File: src/rtl/tlul_host_arb.sv
// -----------------------------------------------------------------------------
// tlul_pkg / tlul_host_arb
//
// Purpose:
//   Round-robin arbiter that shares one TL-UL device port among NumHosts TL-UL
//   hosts. A host wins ownership in IDLE, issues up to BurstMax requests
//   (never more than MaxOutstanding unanswered), then the arbiter drains all
//   outstanding responses before re-arbitrating, starting after the last owner.
//   Responses arriving with nothing outstanding are swallowed and flagged.
//
// Ports:
//   clk_i       in   clock, all state updates on rising edge
//   rst_ni      in   synchronous active-low reset
//   tl_h_i      in   [NumHosts] host A-channel requests / D-channel ready
//   tl_h_o      out  [NumHosts] host D-channel responses / A-channel ready
//   tl_d_o      out  shared device request
//   tl_d_i      in   shared device response
//   grant_o     out  one-hot current owner, all-zero when idle
//   busy_o      out  high while a host owns the device (GRANT or DRAIN)
//   spurious_o  out  one-cycle pulse, the cycle after a response arrived with
//                    nothing outstanding
// -----------------------------------------------------------------------------

package tlul_pkg;

    typedef struct packed {
        logic        a_valid;
        logic [2:0]  a_opcode;
        logic [2:0]  a_param;
        logic [1:0]  a_size;
        logic [7:0]  a_source;
        logic [31:0] a_address;
        logic [3:0]  a_mask;
        logic [31:0] a_data;
        logic        d_ready;
    } tl_h2d_t;

    typedef struct packed {
        logic        d_valid;
        logic [2:0]  d_opcode;
        logic [2:0]  d_param;
        logic [1:0]  d_size;
        logic [7:0]  d_source;
        logic        d_sink;
        logic [31:0] d_data;
        logic        d_error;
        logic        a_ready;
    } tl_d2h_t;

    // Idle host request: nothing issued, but always willing to accept a response.
    localparam tl_h2d_t TL_H2D_DEFAULT = '{d_ready: 1'b1, default: '0};

endpackage

module tlul_host_arb #(
    parameter int unsigned NumHosts       = 3,
    parameter int unsigned BurstMax       = 4,
    parameter int unsigned MaxOutstanding = 2
) (
    input  logic                 clk_i,
    input  logic                 rst_ni,
    input  tlul_pkg::tl_h2d_t    tl_h_i [NumHosts],
    output tlul_pkg::tl_d2h_t    tl_h_o [NumHosts],
    output tlul_pkg::tl_h2d_t    tl_d_o,
    input  tlul_pkg::tl_d2h_t    tl_d_i,
    output logic [NumHosts-1:0]  grant_o,
    output logic                 busy_o,
    output logic                 spurious_o
);

    localparam int unsigned IdxW  = $clog2(NumHosts);
    localparam int unsigned CntW  = 3;
    localparam int unsigned BcntW = $clog2(BurstMax + 1);

    localparam logic [CntW-1:0]  MaxOutC   = CntW'(MaxOutstanding);
    localparam logic [BcntW-1:0] BurstMaxC = BcntW'(BurstMax);
    localparam logic [IdxW-1:0]  LastHost  = IdxW'(NumHosts - 1);

    typedef enum logic [1:0] {
        IDLE,
        GRANT,
        DRAIN
    } state_e;

    state_e                state_q, state_d;
    logic [IdxW-1:0]       owner_q, owner_d;
    logic [IdxW-1:0]       ptr_q,   ptr_d;
    logic [CntW-1:0]       cnt_q,   cnt_d;
    logic [BcntW-1:0]      bcnt_q,  bcnt_d;
    logic [NumHosts-1:0]   grant_q, grant_d;
    logic                  busy_q,  busy_d;
    logic                  spurious_q, spurious_d;

    tlul_pkg::tl_h2d_t     own_req;
    logic                  a_gate;
    logic                  no_out;
    logic                  a_hs;
    logic                  d_hs;
    logic                  pick_valid;
    logic [IdxW-1:0]       pick_idx;

    assign own_req = tl_h_i[owner_q];
    assign no_out  = (cnt_q == '0);

    // A traffic is only allowed while owning, below the in-flight limit and
    // with burst budget left.
    assign a_gate  = (state_q == GRANT) && (cnt_q < MaxOutC) && (bcnt_q < BurstMaxC);

    // Device request: owner's request passed straight through, valid gated.
    // With nothing outstanding the device response is consumed here, so
    // d_ready is forced high regardless of the owner.
    always_comb begin
        if (state_q == IDLE) begin
            tl_d_o = tlul_pkg::TL_H2D_DEFAULT;
        end else begin
            tl_d_o         = own_req;
            tl_d_o.a_valid = own_req.a_valid & a_gate;
            tl_d_o.d_ready = no_out | own_req.d_ready;
        end
    end

    // Host responses: only the owner sees the device, and only real
    // (counted) responses are delivered to it.
    always_comb begin
        for (int unsigned i = 0; i < NumHosts; i++) begin
            tl_h_o[i] = '0;
            if ((state_q != IDLE) && (owner_q == IdxW'(i))) begin
                tl_h_o[i]         = tl_d_i;
                tl_h_o[i].a_ready = tl_d_i.a_ready & a_gate;
                tl_h_o[i].d_valid = tl_d_i.d_valid & ~no_out;
            end
        end
    end

    assign a_hs = tl_d_o.a_valid & tl_d_i.a_ready;
    assign d_hs = tl_d_i.d_valid & tl_d_o.d_ready & ~no_out;

    // Round-robin pick: first requester at or after ptr_q, wrapping.
    always_comb begin
        int unsigned     ptr_i;
        int unsigned     cand;
        logic [IdxW-1:0] cand_idx;
        ptr_i      = 32'(ptr_q);
        cand       = 0;
        cand_idx   = '0;
        pick_valid = 1'b0;
        pick_idx   = '0;
        for (int unsigned k = 0; k < NumHosts; k++) begin
            cand     = (ptr_i + k) % NumHosts;
            cand_idx = IdxW'(cand);
            if (!pick_valid && tl_h_i[cand_idx].a_valid) begin
                pick_valid = 1'b1;
                pick_idx   = cand_idx;
            end
        end
    end

    // Next-state logic
    always_comb begin
        state_d    = state_q;
        owner_d    = owner_q;
        ptr_d      = ptr_q;
        cnt_d      = cnt_q;
        bcnt_d     = bcnt_q;
        grant_d    = '0;
        busy_d     = 1'b0;
        spurious_d = tl_d_i.d_valid & no_out;

        if (a_hs && !d_hs) begin
            cnt_d = cnt_q + 1'b1;
        end else if (!a_hs && d_hs) begin
            cnt_d = cnt_q - 1'b1;
        end
        if (a_hs) begin
            bcnt_d = bcnt_q + 1'b1;
        end

        unique case (state_q)
            IDLE: begin
                if (pick_valid) begin
                    state_d = GRANT;
                    owner_d = pick_idx;
                    bcnt_d  = '0;
                end
            end
            GRANT: begin
                // a_hs implies owner a_valid, so a low a_valid alone means
                // the owner has stopped issuing.
                if ((bcnt_d == BurstMaxC) || !own_req.a_valid) begin
                    state_d = DRAIN;
                end
            end
            DRAIN: begin
                // cnt_d already accounts for a final response this cycle.
                if (cnt_d == '0) begin
                    state_d = IDLE;
                    ptr_d   = (owner_q == LastHost) ? '0 : owner_q + 1'b1;
                end
            end
            default: begin
                state_d = IDLE;
            end
        endcase

        busy_d = (state_d != IDLE);
        for (int unsigned i = 0; i < NumHosts; i++) begin
            grant_d[i] = busy_d && (owner_d == IdxW'(i));
        end
    end

    always_ff @(posedge clk_i) begin
        if (!rst_ni) begin
            state_q    <= IDLE;
            owner_q    <= '0;
            ptr_q      <= '0;
            cnt_q      <= '0;
            bcnt_q     <= '0;
            grant_q    <= '0;
            busy_q     <= 1'b0;
            spurious_q <= 1'b0;
        end else begin
            state_q    <= state_d;
            owner_q    <= owner_d;
            ptr_q      <= ptr_d;
            cnt_q      <= cnt_d;
            bcnt_q     <= bcnt_d;
            grant_q    <= grant_d;
            busy_q     <= busy_d;
            spurious_q <= spurious_d;
        end
    end

    assign grant_o    = grant_q;
    assign busy_o     = busy_q;
    assign spurious_o = spurious_q;

endmodule

File: config.mk
export PLATFORM = sky130hd
export DESIGN_NAME = tlul_host_arb
export DESIGN_NICKNAME = d
export VERILOG_FILES = /design/src/rtl/tlul_host_arb.sv
export SDC_FILE = /design/constraint.sdc
export NUM_CORES = 1
export LEC_CHECK = 0
export BUFFER_PORTS_ARGS = -buffer_cell sky130_fd_sc_hd__buf_4
export CORE_AREA = 4 4 216 218
export CTS_CLUSTER_SIZE = 14
export DETAILED_ROUTE_END_ITERATION = 8
export DIE_AREA = 0 0 220 222
export PLACE_DENSITY = 0.31
export SLEW_MARGIN = 20
export SYNTH_ARGS = -nofsm -noshare
export SYNTH_HDL_FRONTEND = slang
export SYNTH_SLANG_ARGS = --single-unit
File: constraint.sdc
create_clock -name clk_i -period 2 [get_ports clk_i]
set_input_delay 0.1 -clock clk_i [delete_from_list [all_inputs] [get_ports clk_i]]
set_output_delay 0.1 -clock clk_i [all_outputs]
set_load 0.02 [all_outputs]
# After elaboration in Yosys (flattened, before gate mapping)
# Cells that the tools add are included.
# Widths: inputs -> output; s select.
dict set report word_totals {
  regBits 17
  latchBits 0
  ram_bits 0
  rom_bits 0
  inputBits 312
  output_inout_bits 247
  wordCells 103
  memories 0
}
dict set report op_classes {
  add_sub_neg 6
  mul 0
  div 3
  n_lt_le_gt_ge 6
  n_eq_ne 7
  shift 0
  n_mux 34
  bitwise_logic 13
  reduce_logical 26
}
# op n
set ops {}
lappend ops {{$mux 86} 9}
lappend ops {{$bmux 86 s2} 4}
lappend ops {{$mux 52} 3}
lappend ops {{$mod 32x2->32 const B} 2}
lappend ops {{$mod 2x2->32 const B} 1}
lappend ops {{$mux 2} 9}
lappend ops {{$mux 3} 5}
lappend ops {{$ge 3x3->1 const B} 4}
lappend ops {{$logic_and 1x1->1} 12}
lappend ops {{$not 2->3} 4}
lappend ops {{$and 1x1->1} 7}
lappend ops {{$add 3x1->3 const B} 2}
lappend ops {{$eq 2x1->1 const B} 3}
lappend ops {{$eq 2x2->1 const B} 3}
lappend ops {{$logic_not 2->1} 3}
lappend ops {{$logic_not 3->1} 2}
lappend ops {{$pmux 2 s3} 1}
lappend ops {{$logic_not 1->1} 5}
lappend ops {{$reduce_bool 2->1} 2}
lappend ops {{$add 2x1->3 const B} 1}
lappend ops {{$add 2x2->3 const B} 1}
lappend ops {{$eq 3x3->1 const B} 1}
lappend ops {{$lt 3x2->1 const B} 1}
lappend ops {{$lt 3x3->1 const B} 1}
lappend ops {{7 further kinds} 9}

# Depth between registers and ports, before layout
dict set report logic_depth {
  depth_word 16
  depth_mapped 9
  depth_no_buf 9
}

# Worst setup path after synthesis
# OpenSTA, ideal clock, no wires.
dict set report synth_timing {
  kind {register -> register}
  from {reg ptr_q[0]}
  to {reg grant_q[2], in the netlist grant_o[2]}
  setup_ns 0.096
  arrival_ns 2.043
  t_required_ns 1.904
  setup_slack_ns -0.140
  stages_incl_launch_ff 7
  n_path_buf 0
  period_less_slack_ns 2.140
  path_cell_list {dfxtp_1 inv_1 ha_1 maj3_1 a2111oi_1 o21ai_0 nor4b_1}
}
dict set report synth_between {
  elab_chain_len 16
  elab_cells_between_ends 34
  classes_between {2 x add/sub; 3 x div; 1 x eq/ne; 19 x mux; 3 x bitwise; 6 x reduce/logical}
}
# item line
set synth_rtl {}
lappend synth_rtl {{from (decl)} 87} ;# logic [IdxW-1:0] ptr_q, ptr_d;
lappend synth_rtl {{from (signal assigned)} 224} ;# ptr_q <= ptr_d;
lappend synth_rtl {{parallel branches: the longest is 15 deep, another holds $mod 32x2->32} --}
lappend synth_rtl {{$logic_and 1x1->1 (*)} 207} ;# grant_d[i] = busy_d && (owner_d == IdxW'(i));
lappend synth_rtl {{to (signal assigned)} 227} ;# grant_q <= grant_d;
lappend synth_rtl {{to (decl)} 90} ;# logic [NumHosts-1:0] grant_q, grant_d;
# Mark *: on every way between the ends. The select of a mux whose other input is x is not followed.
# A chain may end at the register's enable or synchronous reset.

# Worst setup path after layout
dict set report layout_timing {
  from {reg owner_q[1]}
  to {reg ptr_q[1]}
}
dict set report layout_between {
  elab_chain_len 13
  elab_cells_between_ends 21
  classes_between {1 x add/sub; 1 x eq/ne; 7 x mux; 6 x bitwise; 6 x reduce/logical}
}
# item line
set layout_rtl {}
lappend layout_rtl {{from (decl)} 86} ;# logic [IdxW-1:0] owner_q, owner_d;
lappend layout_rtl {{from (signal assigned)} 223} ;# owner_q <= owner_d;
lappend layout_rtl {{$not 2->3 (not written as such)} 102} ;# assign own_req = tl_h_i[owner_q];
lappend layout_rtl {{$bmux 86 s2} 102}
lappend layout_rtl {{$mux 86 (not written as such) (2 in a row)} 102}
lappend layout_rtl {{$or 1x1->1 / $and 1x1->1 (equally long branches)} {118, 117}}
lappend layout_rtl {{$mux 86} 113} ;# if (state_q == IDLE) begin
lappend layout_rtl {{$and 1x1->1, on equally long branches} {136, 135}}
lappend layout_rtl {{$and 1x1->1 / $logic_not 1->1 (equally long branches)} {136, 171}}
lappend layout_rtl {{$logic_and 1x1->1 / $logic_not 1->1 (equally long branches)} {171, 169}}
lappend layout_rtl {{$mux 3 / $logic_and 1x1->1 (equally long branches)} {171, 169}}
lappend layout_rtl {{$mux 3} 169} ;# if (a_hs && !d_hs) begin
lappend layout_rtl {{$logic_not 3->1} 195} ;# if (cnt_d == '0) begin
lappend layout_rtl {{$reduce_and 2->1 (no line)} --}
# Several ways; a longest one is shown, not always the timed one. The select of a mux whose other input is x is not followed.

==> reports/metrics.cfg <==
[run_status]
outcome = finished, violations left
violations = negative setup slack

[detailed_routing]
antenna_left = 0
viasPerCell = 3.76
drt-pass1-iter-count = 4
wl_per_cell_microns = 19.8
first_iter_violations = 175
vias = 7033
drt-total-wl_microns = 36900
drc_errors = 0

[place]
pre_cts_ws_ns = -0.283
dpl-instance-area_sq_mm = 0.00941
hpwl_microns = 28200
routabilityCongestion = 0.832
port_buffers = 558

[floorplanning]
dieArea_sq_mm = 0.0488
core_sq_mm = 0.0449
rows = 78
io-pin-count = 559
dieHeight_microns = 222
initial_utilization = 0.0931
fp.dieW_microns = 220

[layout]
multi_input_area_sq_mm = 0.00376
area_growth_pct = 148
regArea_sq_um = 352
fin_nets = 1586
final_cell_mix = buf_4 (583), nor2_1 (179), and2_1 (100), mux2i_1 (84), a21oi_1 (84)
postLayoutCellArea_sq_mm = 0.0104
fillerInstances = 5178
drive_above_1_share = 0.545
mostFrequentLayoutCell = buf_4

[global_route]
grt_pass1_wl_microns = 48600
grt_pass1_vias = 7122
grt_max_degree = 62
grtUsageTotal = 0.130
antenna_found_initial = 1
grt-ovfl-total = 0

[synth]
synth_edf_count = 0
synth.area.mux_share = 0.211
syn_area_per_cell_sq_um = 6.14
synth_top_family_by_area = simple AND/OR/NAND/NOR gates
synth-xor-area-share = 0.00210
synth_compound_area_frac = 0.163
netlist_area_sq_mm = 0.00418
ys_warn_count = 0
yosysTopAreaCellShare = 0.208
synthCells = 680
ys_seq_area_frac = 0.0815
netlist_top_cells_area = mux2i_1 (21%), nor2_1 (16%), and2_1 (16%)
synth-simple-area-share = 0.457
synth_fa_ha_area_frac = 0.0228
synth_top_cell_by_area = mux2i_1
async_flop_share = 0
ys.flop_type = dfxtp_1
yosys_register_bits = 17
synth_cell_types = 48
synth_nets = 998

[power_and_ir_drop]
ir_drop_uv = 325
pwr_density_cell_mw_per_mm2 = 610
leakage_nw = 5.18

[cts]
htreeDepth = 1
tritoncts = built
clockBufferDepth = 2
worstSkewPairLatency_ns = 0.25
ctsRootBufferMaster = clkbuf_16
cts_made_buffers = 3
clkTransAtPathRegs_ns = 0.06
clock-sinks = 17

[critical_path]
critPathBufInv = 0
crit_path_top_delay_cell = dfxtp_4
crit_family = compound AO/OA/AOI/OAI gates
crit_path_start_kind = flip-flop
arrival_ns = 2.34
slowest_delay_ns = 0.37
worst_ep_required_time_ns = 2.14
cp_max_fo = 3
critical_path.cell_chain = mux2_4 -> a221o_1 -> o2111a_1 -> or3_4 -> a22oi_2 -> nand3b_2 -> mux2i_1
cp-end-kind = flip-flop
worst-setup-path-type = flip-flop to flip-flop

[timing]
setup_viol = 7
rsz0062_at_grt = yes
whs_ns = 0.0933
drv_slew = 0
slew_headroom = 0.652
max_clock_freq_mhz = 455
skew_ns = 0.00113
fin_ws_ns = -0.197
max_slew.worst_pin.slew_ns = 0.522
finalCritPeriodShare = 1.10
min_period_ns = 2.20
hold_viol = 0

[hold_path]
min_path_type = input pin to flip-flop

[run]
cap_violations = 0

## tightest hold or removal path, delay by kind of cell
kind	cells	cell delay [ns]
AND/OR/NAND/NOR	2	0.08
buffers and inverters	1	0.12
## registers in the layout, summed over array words and instances (netlist names)
signal      flops
ptr_q           2
busy_o          1
state_q         2
owner_q         2
grant_o         3
bcnt_q          3
spurious_o      1
cnt_q           3
## logic make-up after synthesis
kind of cell | after synthesis
simple gates | 382
compound gates | 116
mux | 88
buf+inv | 68
flops | 17
fa+ha+maj | 8
xor+xnor | 1
## metal layers
layer,wire [microns],GRT usage
met1,14900,0.156
met2,19400,0.242
met3,2180,0.0277
met4,505,0.0178
met5,0,0
## area by class of cell
cell class,count,area share
diodes,1,0.000242
clock buffers,3,0.00725
clock inverters,1,0.000483
inverters,6,0.00217
multi-input cells,595,0.363
flip-flops and latches,17,0.0339
well taps,600,0.0725
repair buffers,645,0.521
## metrics by stage
step	cells	TNS (ns)	utilization	total power, W
after floorplan	680	-0.0295	-	0.00283
after global placement	1835	-6.16	0.210	0.00530
after detailed placement	1835	-6.24	0.210	0.00526
after CTS	1842	-1.38	0.216	0.00583
after global routing	1867	-2.87	0.231	0.00678
final	1868	-1.24	0.231	0.00631
## report_power, final
part | internal (W) | switching (W) | total, W
clock | 0.000269 | 0.000156 | 0.000425
combinational | 0.00256 | 0.00289 | 0.00545
sequential | 0.000409 | 0.0000340 | 0.000443
## cells in the mapped netlist (2+ instances only)
master / count
a21oi_1: 87
a32oi_1: 2
and2_1: 105
and3_1: 55
buf_1: 13
buf_2: 2
clkbuf_1: 46
dfxtp_1: 17
ha_1: 6
inv_1: 6
maj3_1: 2
mux2i_1: 87
nand2_1: 14
nand2b_1: 3
nand3_1: 4
nor2_1: 182
nor2b_1: 4
nor3_1: 5
o2111a_1: 2
o211ai_1: 2
o21a_1: 3
o21ai_0: 5
o31ai_1: 2
or3_1: 2
## timing repair
item / 4_1_cts / 5_1_grt
endpoints found under the setup margin: 162 / 108
hold buffers: 0 / 0
buffers inserted: 1 / 13
pin swaps: 4 / 12
gates cloned: 2 / 12
gates resized for setup: 31 / 67
## worst paths after layout
check	start	to	slack, ns	cells past startpoint
setup reg to reg	owner_q[1]	ptr_q[1]	-0.20	7
hold reg to reg	bcnt_q[1]	bcnt_q[1]	0.51	2
setup / recovery	owner_q[1]	ptr_q[1]	-0.20	7
hold / removal	tl_d_i[51]	spurious_o	0.09	3
No activity file was read; power rests on OpenSTA's default activity.
